**src/rtl/rgb_led_pwm_pkg.sv**
```systemverilog
// Shared constants for the RGB LED PWM driver: channel indices and parameter defaults.
package rgb_led_pwm_pkg;

    // Bit position of each colour inside the select / indicator vectors
    localparam int unsigned CH_R = 2;
    localparam int unsigned CH_G = 1;
    localparam int unsigned CH_B = 0;

    localparam int unsigned DEF_N_LEDS   = 4;
    localparam int unsigned DEF_COLOR    = 3;
    localparam int unsigned DEF_PWM_BITS = 4;
    localparam int unsigned DEF_PRESCALE = 16;

endpackage

```
**src/rtl/rgb_led_pwm_if.sv**
```systemverilog
// Control/LED bundle between the pattern sources and the RGB LED driver.
interface rgb_led_pwm_if
    import rgb_led_pwm_pkg::*;
#(
    parameter int unsigned N_LEDS   = DEF_N_LEDS,
    parameter int unsigned COLOR    = DEF_COLOR,
    parameter int unsigned PWM_BITS = DEF_PWM_BITS
);
    logic [COLOR-1:0]    i_btn;
    logic [N_LEDS-1:0]   i_led;
    logic                i_led_we;
    logic [PWM_BITS-1:0] i_bright;
    logic                i_bright_we;
    logic [COLOR-1:0]    o_led;
    logic [N_LEDS-1:0]   o_led_r;
    logic [N_LEDS-1:0]   o_led_g;
    logic [N_LEDS-1:0]   o_led_b;

    modport master (
        output i_btn, i_led, i_led_we, i_bright, i_bright_we,
        input  o_led, o_led_r, o_led_g, o_led_b
    );

    modport slave (
        input  i_btn, i_led, i_led_we, i_bright, i_bright_we,
        output o_led, o_led_r, o_led_g, o_led_b
    );
endinterface

```
**src/rtl/rgb_led_pwm_pwm_gen.sv**
```systemverilog
// Shared PWM timebase (pwm_gen): prescaler producing a tick, and a wrapping PWM counter.
module rgb_led_pwm_pwm_gen
    import rgb_led_pwm_pkg::*;
#(
    parameter int unsigned PWM_BITS = DEF_PWM_BITS,
    parameter int unsigned PRESCALE = DEF_PRESCALE
) (
    input  logic                clk,
    input  logic                i_rst_n,
    output logic [PWM_BITS-1:0] cnt_o,
    output logic                tick_o
);
    // At least one prescaler bit so PRESCALE=1 still elaborates (always ticks)
    localparam int unsigned PW = (PRESCALE > 1) ? $clog2(PRESCALE) : 1;
    localparam logic [PW-1:0] PreMax = PW'(PRESCALE - 1);

    logic [PW-1:0]       presc_q, presc_d;
    logic [PWM_BITS-1:0] cnt_q, cnt_d;

    assign tick_o = (presc_q == PreMax);
    assign cnt_o  = cnt_q;

    // Next-state: prescaler rolls over on tick; PWM counter wraps naturally
    always_comb begin
        presc_d = presc_q + PW'(1);
        cnt_d   = cnt_q;
        if (tick_o) begin
            presc_d = '0;
            cnt_d   = cnt_q + PWM_BITS'(1);
        end
    end

    // Timebase state registers
    always_ff @(posedge clk or negedge i_rst_n) begin
        if (!i_rst_n) begin
            presc_q <= '0;
            cnt_q   <= '0;
        end else begin
            presc_q <= presc_d;
            cnt_q   <= cnt_d;
        end
    end
endmodule

```
**src/rtl/rgb_led_pwm.sv**
```systemverilog
// RGB LED driver: button-armed channel latches pattern/brightness; shared PWM dims each colour.
module rgb_led_pwm
    import rgb_led_pwm_pkg::*;
#(
    parameter int unsigned N_LEDS   = DEF_N_LEDS,
    parameter int unsigned COLOR    = DEF_COLOR,
    parameter int unsigned PWM_BITS = DEF_PWM_BITS,
    parameter int unsigned PRESCALE = DEF_PRESCALE
) (
    input  logic          clk,
    input  logic          i_rst_n,
    rgb_led_pwm_if.slave  bus
);
    localparam logic [COLOR-1:0] SelRst = COLOR'(1 << CH_R);

    logic [COLOR-1:0]    btn_q, sel_q, sel_d, rise;
    logic [PWM_BITS-1:0] cnt;
    logic                unused_tick;

    rgb_led_pwm_pwm_gen #(
        .PWM_BITS (PWM_BITS),
        .PRESCALE (PRESCALE)
    ) u_pwm (
        .clk     (clk),
        .i_rst_n (i_rst_n),
        .cnt_o   (cnt),
        .tick_o  (unused_tick)
    );

    assign rise = bus.i_btn & ~btn_q;

    // Arm the highest newly pressed button; releases leave the selection alone
    always_comb begin
        sel_d = sel_q;
        for (int i = 0; i < int'(COLOR); i++) begin
            if (rise[i]) begin
                sel_d    = '0;
                sel_d[i] = 1'b1;
            end
        end
    end

    // Button edge history and armed-channel register
    always_ff @(posedge clk or negedge i_rst_n) begin
        if (!i_rst_n) begin
            btn_q <= '0;
            sel_q <= SelRst;
        end else begin
            btn_q <= bus.i_btn;
            sel_q <= sel_d;
        end
    end

    assign bus.o_led = sel_q;

    for (genvar c = 0; c < int'(COLOR); c++) begin : g_ch
        logic [N_LEDS-1:0]   pattern_q;
        logic [PWM_BITS-1:0] bright_q;
        logic [N_LEDS-1:0]   out_q;
        logic                on;

        // All-ones brightness means fully on rather than 15/16 duty
        assign on = (bright_q == '1) || (cnt < bright_q);

        // Per-channel writes (decoded from the current, pre-update selection) and output stage
        always_ff @(posedge clk or negedge i_rst_n) begin
            if (!i_rst_n) begin
                pattern_q <= '0;
                bright_q  <= '1;
                out_q     <= '0;
            end else begin
                if (bus.i_led_we && sel_q[c]) begin
                    pattern_q <= bus.i_led;
                end
                if (bus.i_bright_we && sel_q[c]) begin
                    bright_q <= bus.i_bright;
                end
                out_q <= pattern_q & {N_LEDS{on}};
            end
        end
    end

    assign bus.o_led_r = g_ch[CH_R].out_q;
    assign bus.o_led_g = g_ch[CH_G].out_q;
    assign bus.o_led_b = g_ch[CH_B].out_q;
endmodule
```
**src/flat_wrapper.sv**
```systemverilog
// flat-port wrapper written by rule: the top's interface ports become plain ports
module rgb_led_pwm_flat import rgb_led_pwm_pkg::*;
#(
    parameter int unsigned N_LEDS   = DEF_N_LEDS,
    parameter int unsigned COLOR    = DEF_COLOR,
    parameter int unsigned PWM_BITS = DEF_PWM_BITS,
    parameter int unsigned PRESCALE = DEF_PRESCALE
)
  (clk, i_rst_n, bus_i_btn, bus_i_led, bus_i_led_we, bus_i_bright, bus_i_bright_we, bus_o_led, bus_o_led_r, bus_o_led_g, bus_o_led_b);
  rgb_led_pwm_if #(.N_LEDS(N_LEDS), .COLOR(COLOR), .PWM_BITS(PWM_BITS)) bus_i ();
  input  logic clk;
  input  logic i_rst_n;
  input wire logic [$bits(bus_i.i_btn)-1:0] bus_i_btn;
  input wire logic [$bits(bus_i.i_led)-1:0] bus_i_led;
  input wire logic [$bits(bus_i.i_led_we)-1:0] bus_i_led_we;
  input wire logic [$bits(bus_i.i_bright)-1:0] bus_i_bright;
  input wire logic [$bits(bus_i.i_bright_we)-1:0] bus_i_bright_we;
  output wire logic [$bits(bus_i.o_led)-1:0] bus_o_led;
  output wire logic [$bits(bus_i.o_led_r)-1:0] bus_o_led_r;
  output wire logic [$bits(bus_i.o_led_g)-1:0] bus_o_led_g;
  output wire logic [$bits(bus_i.o_led_b)-1:0] bus_o_led_b;
  assign bus_i.i_btn = bus_i_btn;
  assign bus_i.i_led = bus_i_led;
  assign bus_i.i_led_we = bus_i_led_we;
  assign bus_i.i_bright = bus_i_bright;
  assign bus_i.i_bright_we = bus_i_bright_we;
  assign bus_o_led = bus_i.o_led;
  assign bus_o_led_r = bus_i.o_led_r;
  assign bus_o_led_g = bus_i.o_led_g;
  assign bus_o_led_b = bus_i.o_led_b;
  rgb_led_pwm #(.N_LEDS(N_LEDS), .COLOR(COLOR), .PWM_BITS(PWM_BITS), .PRESCALE(PRESCALE)) u_core (.clk(clk), .i_rst_n(i_rst_n), .bus(bus_i));
endmodule
```
**config.mk**
```make
export PLATFORM = sky130hd
export DESIGN_NAME = rgb_led_pwm_flat
export DESIGN_NICKNAME = d
export VERILOG_FILES = /design/src/rtl/rgb_led_pwm_pkg.sv /design/src/rtl/rgb_led_pwm_if.sv /design/src/rtl/rgb_led_pwm_pwm_gen.sv /design/src/rtl/rgb_led_pwm.sv /design/src/flat_wrapper.sv
export SDC_FILE = /design/constraint.sdc
export NUM_CORES = 1
export LEC_CHECK = 0
export ABC_AREA = 1
export CAP_MARGIN = 20
export CORE_ASPECT_RATIO = 0.5
export CORE_UTILIZATION = 48
export DETAILED_ROUTE_END_ITERATION = 10
export PLACE_DENSITY_LB_ADDON = 0.15
export SLEW_MARGIN = 20
export SYNTH_ARGS = -nofsm -noshare
export SYNTH_HDL_FRONTEND = slang
export SYNTH_SLANG_ARGS = --single-unit
```
**constraint.sdc**
```tcl
create_clock -name clk -period 1.4 [get_ports clk]
set_clock_uncertainty 0.2 [all_clocks]
set_input_delay 0.14 -clock clk [delete_from_list [all_inputs] [get_ports clk]]
set_output_delay 0.14 -clock clk [all_outputs]
set_load 0.01 [all_outputs]
```
# Word-level counts from Yosys, hierarchy flattened
# Index checks and enable logic that the tools add are counted.
[classes]
n_lt_le_gt_ge = 3
addsub = 2
n_eq_ne = 4
mux = 4
reduce_logical = 10
bitwise_logic = 5
[op_table]
columns = ["cell", "count"]
rows = [
  ["$eq 4x4->1 const B", 4],
  ["$and 4x4->4", 3],
  ["$lt 4x4->1", 3],
  ["$mux 3", 3],
  ["$add 4x1->4 const B", 2],
  ["$logic_and 1x1->1", 6],
  ["$mux 4", 1],
  ["$and 3x3->3", 1],
  ["$logic_or 1x1->1", 3],
  ["$not 3->3", 1],
  ["$reduce_bool 3->1", 1],
]
[word_totals]
output_inout_bits = 15
reg_bits = 50
wordCells = 41

# Logic depth before layout (Yosys ltp)
[depth]
ltp_word = 5
ltp_mapped = 7

# Modules after synthesis
# From an unflattened synthesis, not the netlist that was laid out.
[hier_totals]
hier_cells = 224
hier_area_um2 = 2160.8
[modules_own_cells]
columns = ["module", "n_inst", "area_each_um2", "cells_per_inst"]
rows = [
  ["rgb_led_pwm", 1, 1805.5, 190],
  ["rgb_led_pwm_pwm_gen", 1, 355.3, 34],
]

# Worst setup path before layout
# OpenSTA, ideal clock, no wires.
[synth_timing]
path_kind = "register -> register"
from = "reg u_core.g_ch[0].bright_q[3]"
to = "reg u_core.g_ch[0].out_q[0], in the netlist u_core.bus.o_led_b[0]"
synth_period_minus_slack_ns = 1.464
setup_slack_ns = -0.064
stages_incl_launch_ff = 6
n_path_buf = 0
t_arrival_ns = 1.186
cell_sequence = "dfstp_2 inv_1 ha_1 a21oi_1 nand2_1 a21oi_1"
[synth_via]
elab_chain_cells = 3
elab_cells_between_ends = 4
[synth_rtl]
columns = ["element", "line", "source"]
rows = [
  ["from (decl)", "rgb_led_pwm.sv:58", "logic [PWM_BITS-1:0] bright_q;"],
  ["from (signal assigned)", "rgb_led_pwm.sv:76", "bright_q <= bus.i_bright;"],
  ["$lt 4x4->1 / $eq 4x4->1 (equally long branches)", "rgb_led_pwm.sv:63", "assign on = (bright_q == '1) || (cnt < bright_q);"],
  ["$logic_or 1x1->1 (*)", "rgb_led_pwm.sv:63", ""],
  ["$and 4x4->4 (*)", "rgb_led_pwm.sv:78", "out_q <= pattern_q & {N_LEDS{on}};"],
  ["to (signal assigned)", "rgb_led_pwm.sv:78", ""],
  ["to (decl)", "rgb_led_pwm.sv:59", "logic [N_LEDS-1:0] out_q;"],
]
# Every way passes the cells marked *; elsewhere a longest branch is shown, timed or not.
# A chain may end at the register's enable or synchronous reset.

# Worst setup path after layout
[layout_timing]
from = "reg u_core.g_ch[1].bright_q[3]"
to = "reg u_core.g_ch[1].out_q[2], in the netlist u_core.bus.o_led_g[2]"
[layout_via]
elab_chain_cells = 3
elab_cells_between_ends = 4
[layout_rtl]
columns = ["element", "line"]
rows = [
  ["from (decl)", "rgb_led_pwm.sv:58"],
  ["from (signal assigned)", "rgb_led_pwm.sv:76"],
  ["$lt 4x4->1 / $eq 4x4->1 (equally long branches)", "rgb_led_pwm.sv:63"],
  ["$logic_or 1x1->1 (*)", "rgb_led_pwm.sv:63"],
  ["$and 4x4->4 (*)", "rgb_led_pwm.sv:78"],
  ["to (signal assigned)", "rgb_led_pwm.sv:78"],
  ["to (decl)", "rgb_led_pwm.sv:59"],
]
# Marks and branches as above.

==> flow_summary.yaml <==
final_layout:
  utilization_pct: 72.2
  fill_cells: 303
  diodes: 0
  drive_gt1_share_pct: 35.8
  fin_cells: 328
  syn_to_final_growth_pct: 38.6
  final_nets: 299
  regArea_um2: 1270
  multi_input_area_um2: 907
  final_area_um2: 2920
logic_synthesis:
  yosysTopAreaCell: "dfrtp_1"
  syn_nets: 243
  synth_cell_type_count: 16
  avgSynthCellArea_um2: 9.70
  synth_edf_count: 0
  synthTopCellsByCount: "nand2_1 (55), inv_1 (41), dfrtp_1 (37)"
  synth_cells: 217
  ys_seq_area_share_pct: 60.2
  ys_top_cells_by_area: "dfrtp_1 (44%), dfstp_2 (16%), nand2_1 (9.8%)"
  synth_top_flop_cell: "dfrtp_1"
  yosysWarnings: 0
  synthArstFlopShare_pct: 100
  syn_area_um2: 2110
  ys_ff_latch: 50
  synth.most_common_cell: "nand2_1"
  synth_top_area_share_pct: 44.0
place:
  dp_worst_setup_slack_ps: -137
  dp_hpwl_um: 3040
  io_buffers: 29
  gp_congestion: 0.738
  dpl-instance-area_um2: 2640
  dp.cells: 315
clocking:
  clock_sinks: 50
  insertion_delay_ps: 300
  root_buffer: "clkbuf_8"
  cts_buffers: 5
  tritoncts: "done"
  cts_buffer_depth: 2
  clk_pin_slew_ps: 90
  htreeDepth: 2
power:
  seq_power_share_pct: 49.8
  internal_power_w: 0.00260
  swShare_pct: 31.0
  p_clk_share_pct: 22.5
  power.density_nw_per_um2: 1290
  power_switching_w: 0.00116
  p_comb_share_pct: 27.7
  ir_worst_vdd_v: 0.000632
  p_total_w: 0.00376
  p_leak_nw: 1.43
status:
  outcome: "finished, violations left"
  violations: "setup timing"
timing:
  layout_min_cycle_time_ps: 1500
  finalHoldViolCount: 0
  slew_headroom_pct: 77.6
  final-setup-viol-count: 12
  rsz0062_at_grt: "true"
  fin_crit_sh_pct: 107
  slew_viol_final: 0
  fmax_ghz: 0.669
  worst_pin_slew_ps: 336
  final_critical_path_setup_slack_ps: -95.5
floorplanning:
  core_um2: 4040
  start_util_pct: 52.1
  rows: 16
  ioPinCount: 30
  fp.dieH_um: 48.8
  dieWidth_um: 95.7
  die-area_um2: 4670
global_routing:
  grt_usage_pct: 21.3
  grt_max_degree: 42
  grt_first_pass_wirelength_um: 7320
  antenna_found_initial: 0
  grt_pass1_vias: 1599
  grt-ovfl-total: 0
drt:
  wl_per_cell_um: 13.1
  drc: 0
  drtIter0Drc: 67
  vias: 1600
  drtPass1Iterations: 4
  drtAntennaViolNets: 0
  wirelength_um: 4310
  via_per_inst: 4.88
run:
  drv_cap: 0
worst_setup_path:
  arrival_ps: 1530
  critPathMaxFanout: 4
  start_kind: "register"
  path_class: "reg -> reg"
  end_kind: "register"
  cp.required_ps: 1430
hold_path:
  hold_class: "in -> async"
==> sequential cells by signal (all words and copies together), names as in the netlist, 4 cells and up <==
signal / flops
u_core.bus.o_led_b: 4
u_core.bus.o_led_r: 4
u_core.u_pwm.cnt_o: 4
u_core.bus.o_led_g: 4
u_core.g_ch.bright_q: 12
u_core.u_pwm.presc_q: 4
u_core.g_ch.pattern_q: 12
==> final timing paths <==
check                           cells after the start                     endpoint  slack [ps]                        start
worst max-delay path                                5        u_core.bus.o_led_g[2]        -100   u_core.g_ch[1].bright_q[3]
worst min-delay path                                2      u_core.u_pwm.presc_q[2]          20                      i_rst_n
worst max register to register                      5        u_core.bus.o_led_g[2]        -100   u_core.g_ch[1].bright_q[3]
worst min register to register                      2  u_core.g_ch[1].pattern_q[0]         290  u_core.g_ch[1].pattern_q[0]
max in group asynchronous                           3   u_core.g_ch[2].bright_q[0]         440                      i_rst_n
min in group clk                                    1              u_core.btn_q[2]          90                 bus_i_btn[2]
==> repair_timing <==
action,in CTS,in global routing
pin swaps,25,19
buffers inserted,2,2
setup endpoints to repair,27,12
hold buffers,1,0
gates resized for setup,49,14
endpoints found under the hold margin,38,0
==> cell usage in the layout, fill, tap and decap left out, drive strengths merged, types with 6 or more instances in the layout <==
master	instances
nand2	55
inv	43
dfrtp	37
o21ai	25
buf	21
a21oi	17
dlygate4sd2	14
clkdlybuf4s50	13
dfstp	13
ha	11
clkbuf	6
==> power by group through the flow <==
stage                     Combinational (W)  Clock, W  Sequential [W]
after floorplan                    0.000375         0         0.00194
after global placement             0.000878         0         0.00189
after detailed placement           0.000904         0         0.00189
after CTS                          0.000972  0.000858         0.00187
after global routing                0.00117  0.000936         0.00190
final                               0.00104  0.000847         0.00187
==> kinds of logic (layout without fill, tap and decap cells) <==
group,after synthesis,count (layout),share of synthesized area (%)
flops,50,50,60.2
simple gates,67,67,13.4
xor+xnor,4,4,1.66
mux,1,1,0.713
fa+ha+maj,11,11,6.54
buf+inv,42,99,7.49
compound gates,42,42,9.98
==> layer usage <==
layer  up-vias  share of wire (%)  wire, um  GRT usage [%]
li1        792                  -         -              -
met4         0               0.35        15           2.24
met1       776                 48      2090           29.0
met2        30                 48      2050           34.0
met5         -                  0         0              0
met3         2                3.6       156           7.63
==> worst max-delay path, stage by stage (launching register included) <==
cell and delay (ps):
dfstp_2 550, inv_2 40, ha_4 210, a21oi_2 160, nand2_4 100, a21oi_2 160
==> cell type report <==
type,instances,area share [%]
Clock buffer,6,2.49
Clock inverter,2,0.472
Inverter,42,5.40
Multi-Input combinational cell,125,31.1
Sequential cell,50,43.6
Tap cell,54,2.32
Timing Repair Buffer,49,14.7
==> stage by stage <==
step           hold slack, ps  TNS, ps
3_5_place_dp             -178    -1200
6_report                 20.5     -914
3_3_place_gp             -183     -817
5_1_grt                  53.8    -1460
2_1_floorplan            -356     -174
4_1_cts                  21.0     -993
Note: power is estimated with default switching activity, not from simulation.
